$ cat src/rtl/inst_queue.sv
// Circular instruction queue between fetch and decode.
// Show-ahead head entry; whole-queue flush on branch redirect.
module inst_queue #(
    parameter int DEPTH = 16,
    parameter int PTR_W = $clog2(DEPTH)
) (
    input  logic             clk,
    input  logic             rst,
    input  logic             flush,
    input  logic             enq,
    input  logic [31:0]      enq_inst,
    input  logic [31:0]      enq_pc,
    input  logic [31:0]      enq_pc_next,
    output logic             full,
    input  logic             deq,
    output logic             empty,
    output logic [31:0]      deq_inst,
    output logic [31:0]      deq_pc,
    output logic [31:0]      deq_pc_next,
    output logic [PTR_W:0]   count
);

    typedef struct packed {
        logic [31:0] inst;
        logic [31:0] pc;
        logic [31:0] pc_next;
    } iq_entry_t;

    localparam logic [PTR_W:0] DEPTH_C = (PTR_W+1)'(DEPTH);

    iq_entry_t        mem [DEPTH];
    logic [PTR_W-1:0] wptr;
    logic [PTR_W-1:0] rptr;
    logic [PTR_W:0]   cnt;
    logic [PTR_W:0]   cnt_next;
    logic             do_enq;
    logic             do_deq;
    iq_entry_t        head;

    assign full   = (cnt == DEPTH_C);
    assign empty  = (cnt == '0);
    assign count  = cnt;
    assign do_enq = enq && !full;
    assign do_deq = deq && !empty;

    always_comb begin
        cnt_next = cnt;
        unique case ({do_enq, do_deq})
            2'b10:   cnt_next = cnt + (PTR_W+1)'(1);
            2'b01:   cnt_next = cnt - (PTR_W+1)'(1);
            default: cnt_next = cnt;
        endcase
    end

    always_ff @(posedge clk) begin
        if (rst || flush) begin
            wptr <= '0;
            rptr <= '0;
            cnt  <= '0;
        end else begin
            if (do_enq) wptr <= wptr + PTR_W'(1);
            if (do_deq) rptr <= rptr + PTR_W'(1);
            cnt <= cnt_next;
        end
    end

    // Storage is not reset; empty gating hides stale contents.
    always_ff @(posedge clk) begin
        if (!rst && !flush && do_enq)
            mem[wptr] <= '{inst: enq_inst, pc: enq_pc, pc_next: enq_pc_next};
    end

    always_comb begin
        head = mem[rptr];
        if (empty) head = '0;
    end

    assign deq_inst    = head.inst;
    assign deq_pc      = head.pc;
    assign deq_pc_next = head.pc_next;

`ifndef SYNTHESIS
    always_ff @(posedge clk) begin
        if (!rst) begin
            assert (cnt <= DEPTH_C)
                else $error("inst_queue: occupancy above DEPTH");
            assert (PTR_W'(wptr - rptr) == cnt[PTR_W-1:0])
                else $error("inst_queue: pointers disagree with occupancy");
        end
    end
`endif

endmodule

$ cat config.mk
export PLATFORM = sky130hd
export DESIGN_NAME = inst_queue
export DESIGN_NICKNAME = d
export VERILOG_FILES = /design/src/rtl/inst_queue.sv
export SDC_FILE = /design/constraint.sdc
export NUM_CORES = 1
export LEC_CHECK = 0
export CAP_MARGIN = 5
export CORE_MARGIN = 2
export CORE_UTILIZATION = 30
export DETAILED_ROUTE_END_ITERATION = 6
export PLACE_DENSITY = 0.5
export RECOVER_POWER = 100
export SLEW_MARGIN = 10
export SYNTH_ARGS = -nofsm -noshare
export SYNTH_HDL_FRONTEND = slang
export SYNTH_SLANG_ARGS = --single-unit
$ cat constraint.sdc
create_clock -name clk -period 7.8 [get_ports clk]
set_input_delay 1.56 -clock clk [delete_from_list [all_inputs] [get_ports clk]]
set_output_delay 1.56 -clock clk [all_outputs]
set_load 0.03 [all_outputs]
* After elaboration in Yosys (flattened, before gate mapping)
Memories as Yosys holds them, arrays and structs flattened. A register that Yosys moved wholly into a read port is not among the register bits. Cells that the tools add are included.
Cells by class: add/subtract/negate cells 4, equality and inequality tests 3, muxes and demuxes 6, reductions and logical operators 11
Operators by type and width (number):
- $mux 96 | 1
- $pmux 5 s2 | 1
- $add 4x1->4 const B | 2
- $mux 4 | 2
- $add 5x1->5 const B | 1
- $eq 5x5->1 const B | 1
- $logic_not 5->1 | 1
- $sub 5x1->5 const B | 1
- $logic_and 1x1->1 | 4
- $logic_not 1->1 | 4
- $eq 2x1->1 const B | 1
- $eq 2x2->1 const B | 1
- $mux 1 | 2
- $reduce_bool 2->1 | 1
- $logic_or 1x1->1 | 1
Word-level totals: bits in registers 13, RAM bits 1536, bits of input ports 101, output and inout bits 103, logic and storage cells 28, memories kept 1
Memories:
- mem | depth 16, width 96, read ports 1, clocked after Yosys merged registers in 1, wr ports 1, line 31 | iq_entry_t mem [DEPTH];

* Depth between registers and ports, before layout
Gate-level depths: netlist (run 1).
depth in word-level cells 6, gate-level depth with buffers 10, gate-level depth less buffers 9

* Worst setup path before layout (run 1)
OpenSTA, ideal clock, no wires.
path kind input-to-reg, start input port flush, end memory mem[0][0] in the netlist's numbering (enable), setup time 0.552 ns, arrival time 6.344 ns, required time 7.248 ns, slack 0.905 ns, cell stages on the path 4, buffers on the path 1, cell sequence or2_2 > clkbuf_1 > or3_1 > nor2_1
On the way: longest elaborated chain between the ends 5
Ends and longest elaborated chain:
- start, declared | line 9 | input logic flush,
- $logic_not 1->1 | line 69 | if (!rst && !flush && do_enq)
- $logic_and 1x1->1 (2 in series) | line 69
- $mux 1 | line 69
- $mux 1 (implied by the code) | line 70 | mem[wptr] <= '{inst: enq_inst, pc: enq_pc, pc_next: enq_pc_next};
- end, declared | line 31
Every way passes these cells.

==> results of run 1 <==
-- worst min-delay path, stage by stage (launching register included) --
cell	delay [ns]
dfxtp_1	0.31
o211ai_1	0.08
nand2_1	0.06
-- cell type report --
class                           instances  area share, %
Antenna cell                            4         0.0144
Clock buffer                          210           6.44
Clock inverter                         95           1.21
Inverter                                6         0.0324
Multi-Input combinational cell        768           17.2
Sequential cell                      1553           66.9
Tap cell                             2624           4.72
Timing Repair Buffer                  261           3.51
-- registers in the layout, summed over array words and instances, names as in the netlist, named ones only --
signal and count:
mem 1536, count 5, rptr 4, wptr 4
-- kinds of logic after synthesis --
group | Yosys count | synth area share [%]
flip-flops | 1553 | 78.6
multiplexers | 484 | 16.5
AND/OR/NAND/NOR | 155 | 1.52
buffers and inverters | 139 | 1.28
AO/OA/AOI/OAI | 112 | 1.82
adder cells (fa/ha/maj) | 10 | 0.224
XOR/XNOR | 7 | 0.104
-- final timing paths --
kind         slack, ns  depth (start not counted)                    to
max               1.12                          5            deq_pc[24]
min               0.50                          2              register
max reg2reg       1.97                          5  mem[5][54]$_DFFE_PP_
min reg2reg       0.50                          2              register
-- cells in the mapped netlist (3+ instances only) --
| cell | number | area share [%] |
|---|---|---|
| edfxtp_1 | 1536 | 78 |
| mux4_2 | 382 | 15 |
| mux2_2 | 97 | 1.8 |
| a221o_1 | 95 | 1.6 |
| nor2b_1 | 95 | 1.0 |
| buf_2 | 58 | 0.49 |
| clkbuf_1 | 34 | 0.22 |
| nor2_1 | 32 | 0.20 |
| buf_6 | 20 | 0.38 |
| buf_1 | 17 | 0.11 |
| dfxtp_1 | 17 | 0.58 |
| ha_1 | 9 | 0.19 |
| nand2_1 | 7 | 0.044 |
| inv_1 | 6 | 0.038 |
| a21oi_1 | 5 | 0.042 |
| mux2i_1 | 5 | 0.085 |
| nand3_1 | 5 | 0.042 |
| o211ai_1 | 5 | 0.063 |
| xor2_1 | 5 | 0.074 |
| buf_4 | 4 | 0.051 |
| or4_1 | 3 | 0.038 |
-- power groups by stage --
stage / Combinational, W / Clock (W) / Sequential (W)
final: 0.000546 / 0.00765 / 0.00920
after detailed placement: 0.000586 / 0 / 0.00938
after global placement: 0.000568 / 0 / 0.00937
after floorplan: 0.000265 / 0 / 0.00938
after CTS: 0.000588 / 0.00789 / 0.00920
after global routing: 0.000588 / 0.00820 / 0.00920
-- through the flow --
step / cell area, um^2 / total power [W] / std cells / util, % / worst slack (ns)
2_1_floorplan: 59100 / 0.00964 / 2460 / - / 0.905
3_3_place_gp: 64500 / 0.00994 / 5211 / 33.0 / 2.52
3_5_place_dp: 64500 / 0.00996 / 5211 / 33.0 / 2.46
4_1_cts: 69800 / 0.0177 / 5516 / 35.7 / 1.56
5_1_grt: 69500 / 0.0180 / 5520 / 35.6 / 0.823
6_report: 69500 / 0.0174 / 5521 / 35.6 / 1.12
-- layer usage --
| metal | global-route usage, % | up-vias | share of wire [%] |
|---|---|---|---|
| li1 | - | 11200 | - |
| met1 | 18.0 | 14600 | 41 |
| met2 | 25.5 | 665 | 52 |
| met4 | 4.18 | 12 | 2.2 |
| met3 | 2.87 | 240 | 4.6 |
| met5 | 0 | - | 0.053 |
-- layout by cell type (no fill, tap or decap), types with 6 or more instances in the layout --
cell type,n
dfxtp_1,15
nand2_1,7
clkinv_2,27
a221o_1,95
nor2_4,6
clkinvlp_4,10
bufinv_16,10
clkbuf_1,56
clkinv_1,36
nor2_1,27
clkbuf_16,171
dlygate4sd3_1,194
nor2b_1,95
edfxtp_1,1536
buf_12,7
buf_4,14
clkdlybuf4s50_1,9
mux2_2,97
clkbuf_2,14
mux4_2,382
ha_1,9
inv_1,6
==> metrics, run 1 <==
RSZ-0062 raised after global routing=no; total track usage=14.5%; outcome=complete, but fails checks; ys flop type=edfxtp_1; Flop pwr share=approximately 53%; P_int=roughly 0.014 W; Horiz. Die Dim=448 um; DR pass1 iterations=4; FFs w/ async S/R, synth=0%; initial antenna violation count=36; cts bufs inserted=approximately 170; Hold WS=about 0.50 ns; Tightest Pin Transition=roughly 4.4 ns; endpoints failing hold=0; largest net degree at the start of global routing=113; crit start category=register; area of the core=between 150000 and 200000 um^2; post-DP HPWL=between 70 and 80 mm; Die ar.=between 200000 and 250000 um^2; Switch Pwr=0.00360 W; multi-input gate area in the final layout=between 10000 and 15000 um^2; sequential share of the synthesized area=between 70 and 80%; share of layout cells above drive strength 1=26.3%; CP max stage delay=1.53 ns; synthesized area per cell=24.0 um^2; Die Ht=448 um; GRT Residual Overflow=0; PD cells=about 250 nW/um^2; wire per inst=26.3 um; WL final=145 mm; Required @ worst endpoint=between 6 and 7 ns; relative slew slack=-196%; FF/Latch Area=between 40000 and 50000 um^2; Final nets=approximately 2900; clock buffer depth=3; Max Freq=150 MHz; number of global-route vias before repair=approximately 29000; Reg-to-Reg Start=count[0]$_SDFFE_PP0P_; via count=about 27000; Final Max Slew Viols=around 1500; Synthesized Nets=between 2000 and 3000; Rows=about 160; Period minus WS final=6.68 ns; critical setup path kind=reg2out; Routed Antenna Nets=0; Initial DRC Count=between 2000 and 2500; clock network power share=~44%; Yosys warning total=0; Crit path arrival time=~5 ns; worst skew pair latency=just under 0.8 ns; drt drc=0; post-CTS resize count=0; largest delay contributor family on the critical path=flip-flops; failing checks=max-capacitance violations, max-slew violations; crit end category=output pin; Lkg Pwr=around 21 nW; Hold-fix buffers, CTS=0; Net Sw Frac=20.7%; Worst IR Drop VDD=0.175 mV; CP max-delay cell=dfxtp_1; PortBufs=around 200; # IOs=~200; CTS tree=done; combinational fraction of design power=~3.1%; cell area after synthesis=59100 um^2; Initial Util=between 30% and 40%; total setup buffers inserted after CTS=0; fin crit share=85.7%; sequence of cells on the critical path=buf_12 -> mux4_2 -> mux2_2 -> a221o_1 -> dlygate4sd3_1; GP Congestion=slightly below 0.7; CP max FO=~110; count of cell types in the netlist=about 40; setup_tns=0 ns; first-pass GRT wire length=about 210 mm; filler cell count=roughly 18000; hold_sp=rptr[3]$_SDFFE_PP0P_; Buf/Inv on CP=2; Root Buffer=clkbuf_16; #FFs+latches synth=roughly 1600; detail-routed via count per cell=~4.8; Worst Hold Class=reg2reg; Max-cap violations=between 40 and 50; htree depth=4; clock sinks=roughly 1600; Area Overhead vs Synth=17.5%; Final Setup Violations=0; Post-Synthesis Cells=approximately 2500; Worst-path clk slew=~0.060 ns; Setup Skew=0.0341 ns; EDFF count, synth=about 1500
Power figures use the tool's default switching activity.
==> inputs of run 2 (changes only) <==
--- a/config.mk
+++ b/config.mk
@@ -8,6 +8,7 @@
 export CAP_MARGIN = 5
 export CORE_MARGIN = 2
 export CORE_UTILIZATION = 30
+export CTS_CLUSTER_DIAMETER = 100
 export DETAILED_ROUTE_END_ITERATION = 6
 export PLACE_DENSITY = 0.5
 export RECOVER_POWER = 100
==> constraint.sdc (replaced) <==
create_clock -name clk -period 7.8 [get_ports clk]
set_input_delay 0.78 -clock clk [delete_from_list [all_inputs] [get_ports clk]]
set_output_delay 0.78 -clock clk [all_outputs]
set_load 0.03 [all_outputs]
==> run 2 against run 1 <==
  * The flow still finishes with violations (max-capacitance violations, max-slew violations)
  * Wire length shrank 1.9%
  * Maximum frequency increased by 2.8%
  * Global-route usage down 0.24 points
  * Worst hold slack better by 0.011 ns
  * Final cell count decreased by 0.18%
  * Via count fell by 0.69%
  * Clock skew is essentially flat
  * Sequential share of layout area hardly changed
  * Flip-flop and latch count stayed put
  * Combinational power is 0.7% higher
  * Total power increased by 0.19%
  * Critical endpoint is now deq_pc[27]
==> metrics, run 2 (synthesis results as in run 1) <==
Initial DRC Count=2127 (+3.6%); RSZ-0062 raised after global routing=no; FF-to-FF setup slack=1.32 ns (-0.65 ns); Die Ht=448 um (unchanged); Required @ worst endpoint=7.02 ns (+0.78 ns); Flop pwr share=52.8% (about the same); worst skew pair latency=0.82 ns (+0.03 ns); first-pass GRT wire length=204 mm (-1.5%); area of the core=195000 um^2 (unchanged); largest net degree at the start of global routing=103 (-8.8%); Worst Hold Class=reg2reg; relative slew slack=-239% (-43 points); Area Overhead vs Synth=17.6% (about the same); max FFs per register=1536 (unchanged); htree depth=4 (unchanged); total track usage=14.2% (-0.24 points); GRT Residual Overflow=0 (unchanged); clock buffer depth=3 (unchanged); Crit path arrival time=5.72 ns (+0.60 ns); Max-cap violations=30 (-27%); final core area utilization=35.6% (about the same); Final Setup Violations=0 (unchanged); hold_sp=rptr[3]$_SDFFE_PP0P_; WL final=143 mm (-1.9%); Most flops, register=mem; detail-routed via count per cell=4.81 (-0.51%); endpoints failing hold=0 (unchanged); fin crit share=83.3% (-2.3 points); post-DP HPWL=72.6 mm (-4.6%); combinational fraction of design power=3.2% (about the same); hold depth=2 (unchanged); setup_tns=0 ns (unchanged); Routed Antenna Nets=0 (unchanged); Horiz. Die Dim=448 um (unchanged); wire per inst=25.9 um (-1.7%); Switch Pwr=0.00364 W (+1.1%); GP Congestion=0.695 (+2.3%); Worst IR Drop VDD=0.160 mV (-9.0%); clock sinks=1553 (unchanged); Tightest Pin Transition=5.09 ns (+0.652 ns); Power, Total=0.0174 W (+0.19%); crit end category=output pin; Crit Reg-Reg Endpoint=mem[14][56]$_DFFE_PP_; cts bufs inserted=169 (+0.60%); most common cell after layout, fill and taps aside=edfxtp_1; number of global-route vias before repair=28900 (+0.43%); Setup Skew=0.0344 ns (+0.000279 ns); share of layout cells above drive strength 1=26.4% (+0.082 points); clock network power share=44.0% (about the same); initial antenna violation count=32 (-11%); Initial Util=30.3% (unchanged); Final nets=2862 (-0.24%); post-CTS resize count=0 (unchanged); Hold-fix buffers, CTS=0 (unchanged); failing checks=max-capacitance violations, max-slew violations; via count=26500 (-0.69%); # IOs=204 (unchanged); Root Buffer=clkbuf_16; Net Sw Frac=20.9% (+0.19 points); Lkg Pwr=20.8 nW (about the same); crit start category=register; outcome=complete, but fails checks; total setup buffers inserted after CTS=0 (unchanged); DR pass1 iterations=5 (+1); r2r worst-path depth=5 (unchanged); CTS tree=done; drt drc=0 (unchanged); Worst-path clk slew=0.06 ns (about the same); PortBufs=203 (unchanged); Max Freq=154 MHz (+2.8%); CP max FO=87 (-22%); Reg-to-Reg Start=count[0]$_SDFFE_PP0P_; P_int=0.0138 W (about the same); critical setup path kind=reg2out; Period minus WS final=6.50 ns (-0.181 ns); commonest non-fill, non-tap cells in the layout=1536 x edfxtp_1, 382 x mux4_2, 193 x dlygate4sd3_1; PD cells=251 nW/um^2 (+0.13%); Rows=162 (unchanged); Final Max Slew Viols=1469 (-2.7%); Die ar.=201000 um^2 (unchanged)
## run 2: cell types whose count changed in the layout (fill, tap and decap cells not counted), sizes merged
cell,change
clkbuf,-15
clkinv,+4
dlymetal6s2s,-1
buf,+2
diode,-1
clkdlybuf4s50,+1
inv,+4
dlygate4sd3,-1
clkinvlp,-4
bufinv,+1
## run 2: power groups by stage
| stage | clock network, W | registers (W) | logic (W) |
|---|---|---|---|
| floorplan | 0 | 0.00938 | 0.000265 |
| global placement | 0 | 0.00938 | 0.000573 |
| detailed placement | 0 | 0.00938 | 0.000590 |
| CTS | 0.00790 | 0.00921 | 0.000592 |
| global route | 0.00821 | 0.00921 | 0.000591 |
| finish | 0.00768 | 0.00921 | 0.000550 |
## run 2: how the worst max path moves through the flow
stage / startpoint / to / depth (start not counted)
after floorplan: flush / mem[0][0]$_DFFE_PP_ / 4
after global placement: register / deq_inst[31] / 6
after detailed placement: register / deq_pc_next[4] / 6
after CTS: register / deq_pc_next[4] / 6
after global routing: register / deq_inst[0] / 5
final: register / deq_pc[27] / 5
## run 2: layer usage
layer / track usage (%) / share of wire, % / up-vias
met1: 17.4 / 41 / 14400
met2: 25.3 / 52 / 657
li1: - / - / 11200
met5: 0 / 0.048 / -
met4: 4.31 / 2.6 / 12
met3: 2.74 / 4.4 / 275
## run 2: cell type report
class | count | area (um^2)
Fill cell | 17900 | 126000
Sequential cell | 1553 | 46500
Multi-Input combinational cell | 768 | 12000
Clock buffer | 204 | 4380
Tap cell | 2624 | 3280
Timing Repair Buffer | 253 | 2420
Clock inverter | 100 | 981
Inverter | 6 | 22.5
Antenna cell | 3 | 7.51
## run 2: worst max-delay path, stage by stage, from the launching register on
cell	delay, ns
dfxtp_1	2.33
buf_12	0.58
mux4_2	0.62
nor2b_1	0.15
a221o_1	0.28
dlygate4sd3_1	0.70
## run 2: per-stage QoR
step / cells / area (um^2) / worst slack (ns) / hold WS [ns]
finish: 5511 / 69600 / 1.30 / 0.507
global route: 5511 / 69600 / 0.900 / 0.590
CTS: 5508 / 69800 / 1.79 / 0.509
detailed placement: 5204 / 64400 / 2.71 / 0.499
global placement: 5204 / 64400 / 2.78 / 0.490
floorplan: 2460 / 59100 / 1.68 / 0.459
==> inputs of run 3 (changes only) <==
==> constraint.sdc (replaced) <==
create_clock -name clk -period 6.33 [get_ports clk]
set_input_delay 0.633 -clock clk [delete_from_list [all_inputs] [get_ports clk]]
set_output_delay 0.633 -clock clk [all_outputs]
set_load 0.03 [all_outputs]
==> run 3 against run 2 <==
  * The run still ends with max-capacitance violations, max-slew violations left
  * Final cell count increased by 0.54%
  * Flip-flop and latch count unchanged
  * Non-clock buffer count grew 23
  * Design area increased by 0.72%
  * Worst setup slack worse by 0.55 ns
  * Combinational power grew 24%
  * Register-to-register slack got worse by 0.45 ns
  * Global-route usage grew 0.27 points
  * Critical path type unchanged
==> metrics, run 3 (synthesis results as in run 1) <==
Final nets=2883 (+0.73%); Setup Skew=0.0330 ns (-0.00134 ns); crit start category=register; Hold-fix buffers, CTS=0 (unchanged); CP max-delay cell=clkbuf_2; crit end category=output pin; post-DP HPWL=74.5 mm (+2.6%); WL final=146 mm (+2.3%); clock sinks=1553 (unchanged); sequence of cells on the critical path=or4_1 -> nor2_8 -> nor2_4 -> clkbuf_2 -> a221o_1 -> dlygate4sd3_1; max FFs per register=1536 (unchanged); drt drc=0 (unchanged); first-pass GRT wire length=208 mm (+2.2%); final instance area=70100 um^2 (+0.72%); DR pass1 iterations=5 (unchanged); post-CTS resize count=0 (unchanged); Routed Antenna Nets=0 (unchanged); FF-to-FF setup slack=0.87 ns (-0.45 ns); clock buffer depth=3 (unchanged); Lkg Pwr=21.1 nW (+1.1%); area of the core=195000 um^2 (unchanged); setup_tns=0 ns (unchanged); Most flops, register=mem; met1 Use GR=18.0% (+0.60 points); # IOs=204 (unchanged); Max-cap violations=30 (unchanged); Critical Path Sink=deq_inst[18]; Tightest Pin Transition=4.30 ns (-0.787 ns); Crit. Startpoint=count[0]$_SDFFE_PP0P_; failing checks=max-capacitance violations, max-slew violations; Required @ worst endpoint=5.70 ns (-1.32 ns); Max Freq=179 MHz; Final Max Slew Viols=1307 (-11%); Final Setup Violations=0 (unchanged); Rows=162 (unchanged); most common cell after layout, fill and taps aside=edfxtp_1; Worst Hold Class=reg2reg; met3 Use GR=2.80% (+0.058 points); Buf/Inv on CP=2 (unchanged); detail-routed via count per cell=4.85 (+0.82%); Reg-to-Reg Start=count[0]$_SDFFE_PP0P_; total track usage=14.5% (+0.27 points); Area Overhead vs Synth=18.5%; Crit Reg-Reg Endpoint=mem[7][47]$_DFFE_PP_; global-route met2 utilization=25.6% (+0.32 points); relative slew slack=-187% (+52 points); Period minus WS final=approximately 5.6 ns; Worst IR Drop VDD=0.292 mV (+83%); CTS tree=done; PortBufs=203 (unchanged); Initial Util=30.3% (unchanged); commonest non-fill, non-tap cells in the layout=1536 x edfxtp_1, 382 x mux4_2, 182 x dlygate4sd3_1; fin crit share=about nine tenths; PD cells=314 nW/um^2 (+25%); CP max FO=36 (-59%); Crit path arrival time=4.95 ns (-0.77 ns); CP max stage delay=1.18 ns (-1.15 ns); htree depth=4 (unchanged); GRT Residual Overflow=0 (unchanged); Die ar.=201000 um^2 (unchanged); endpoints failing hold=0 (unchanged); cts bufs inserted=167 (-1.2%); r2r worst-path depth=4 (-1); via count=26900 (+1.4%); critical setup path kind=reg2out; placed instance area=64700 um^2 (+0.40%); outcome=complete, but fails checks; wire per inst=26.3 um (+1.8%); initial antenna violation count=38 (+19%); RSZ-0062 raised after global routing=no; largest net degree at the start of global routing=116 (+13%); share of layout cells above drive strength 1=27.3% (+0.96 points); largest delay contributor family on the critical path=buffers and inverters; grt peak-use layer=met2; WP depth=6 (+1); Initial DRC Count=2073 (-2.5%); Horiz. Die Dim=448 um (unchanged); GP Congestion=0.693 (-0.20%); worst skew pair latency=0.80 ns (-0.02 ns); Worst-path clk slew=0.06 ns (about the same); Root Buffer=clkbuf_16; total setup buffers inserted after CTS=0 (unchanged); Die Ht=448 um (unchanged); number of global-route vias before repair=29300 (+1.4%)
[run 3: cell count changes in the layout (fill, tap and decap cells not counted), moves of 4 or more]
cell / before / now
bufinv_16: 11 / 24
clkdlybuf4s50_1: 10 / 21
dlygate4sd3_1: 193 / 182
clkbuf_2: 9 / 18
clkbuf_1: 52 / 45
buf_12: 8 / 14
inv_16: 6 / 1
buf_4: 15 / 19
clkbuf_16: 170 / 174
clkinv_2: 26 / 30
[run 3: report_power, final]
group	internal [W]	switching, W	total [W]
Combinational	0.000247	0.000435	0.000682
Sequential	0.0113	0.0000137	0.0113
Clock	0.00599	0.00400	0.00999
[run 3: how the worst min path moves through the flow]
stage | start | end | slack [ns] | cells after the start
global placement | rptr[3]$_SDFFE_PP0P_ | register | 0.50 | 2
finish | rptr[3]$_SDFFE_PP0P_ | register | 0.49 | 2
CTS | rptr[3]$_SDFFE_PP0P_ | register | 0.51 | 2
detailed placement | rptr[3]$_SDFFE_PP0P_ | register | 0.50 | 2
global route | rptr[3]$_SDFFE_PP0P_ | register | 0.52 | 2
floorplan | rptr[3]$_SDFFE_PP0P_ | register | 0.46 | 2
[run 3: per-layer routing]
| metal | up-vias | part of all wire, % |
|---|---|---|
| li1 | 11200 | - |
| met1 | 14700 | 42 |
| met2 | 647 | 52 |
| met3 | 268 | 4.2 |
| met4 | 20 | 2.4 |
| met5 | - | 0.088 |
[run 3: through the flow]
step                total power [W]  util (%)  hold slack [ns]  std cells  setup WS, ns
finish                       0.0220      35.9            0.495       5541         0.747
global route                 0.0227      35.9            0.522       5540         0.532
CTS                          0.0223      36.0            0.505       5535          1.11
floorplan                    0.0119         -            0.459       2460         0.362
global placement             0.0123      33.1            0.499       5227          2.11
detailed placement           0.0123      33.1            0.496       5227          2.02
[run 3: layout make-up]
cell class                 count  area [um^2]
sequential                  1553        46500
multi-input combinational    768        12000
clock inverter               111         1220
inverter                       6         22.5
antenna                        6         15.0
clock buffer                 197         4440
fill                       17900       125000
timing repair buffer         276         2630
tap                         2624         3280
[run 3: tightest hold or removal path, delay by kind of cell, from the launching register on]
family,cells,cell delay (ns)
DFF,1,0.31
AOI/OAI and AO/OA,1,0.07
and+or+nand+nor,1,0.07
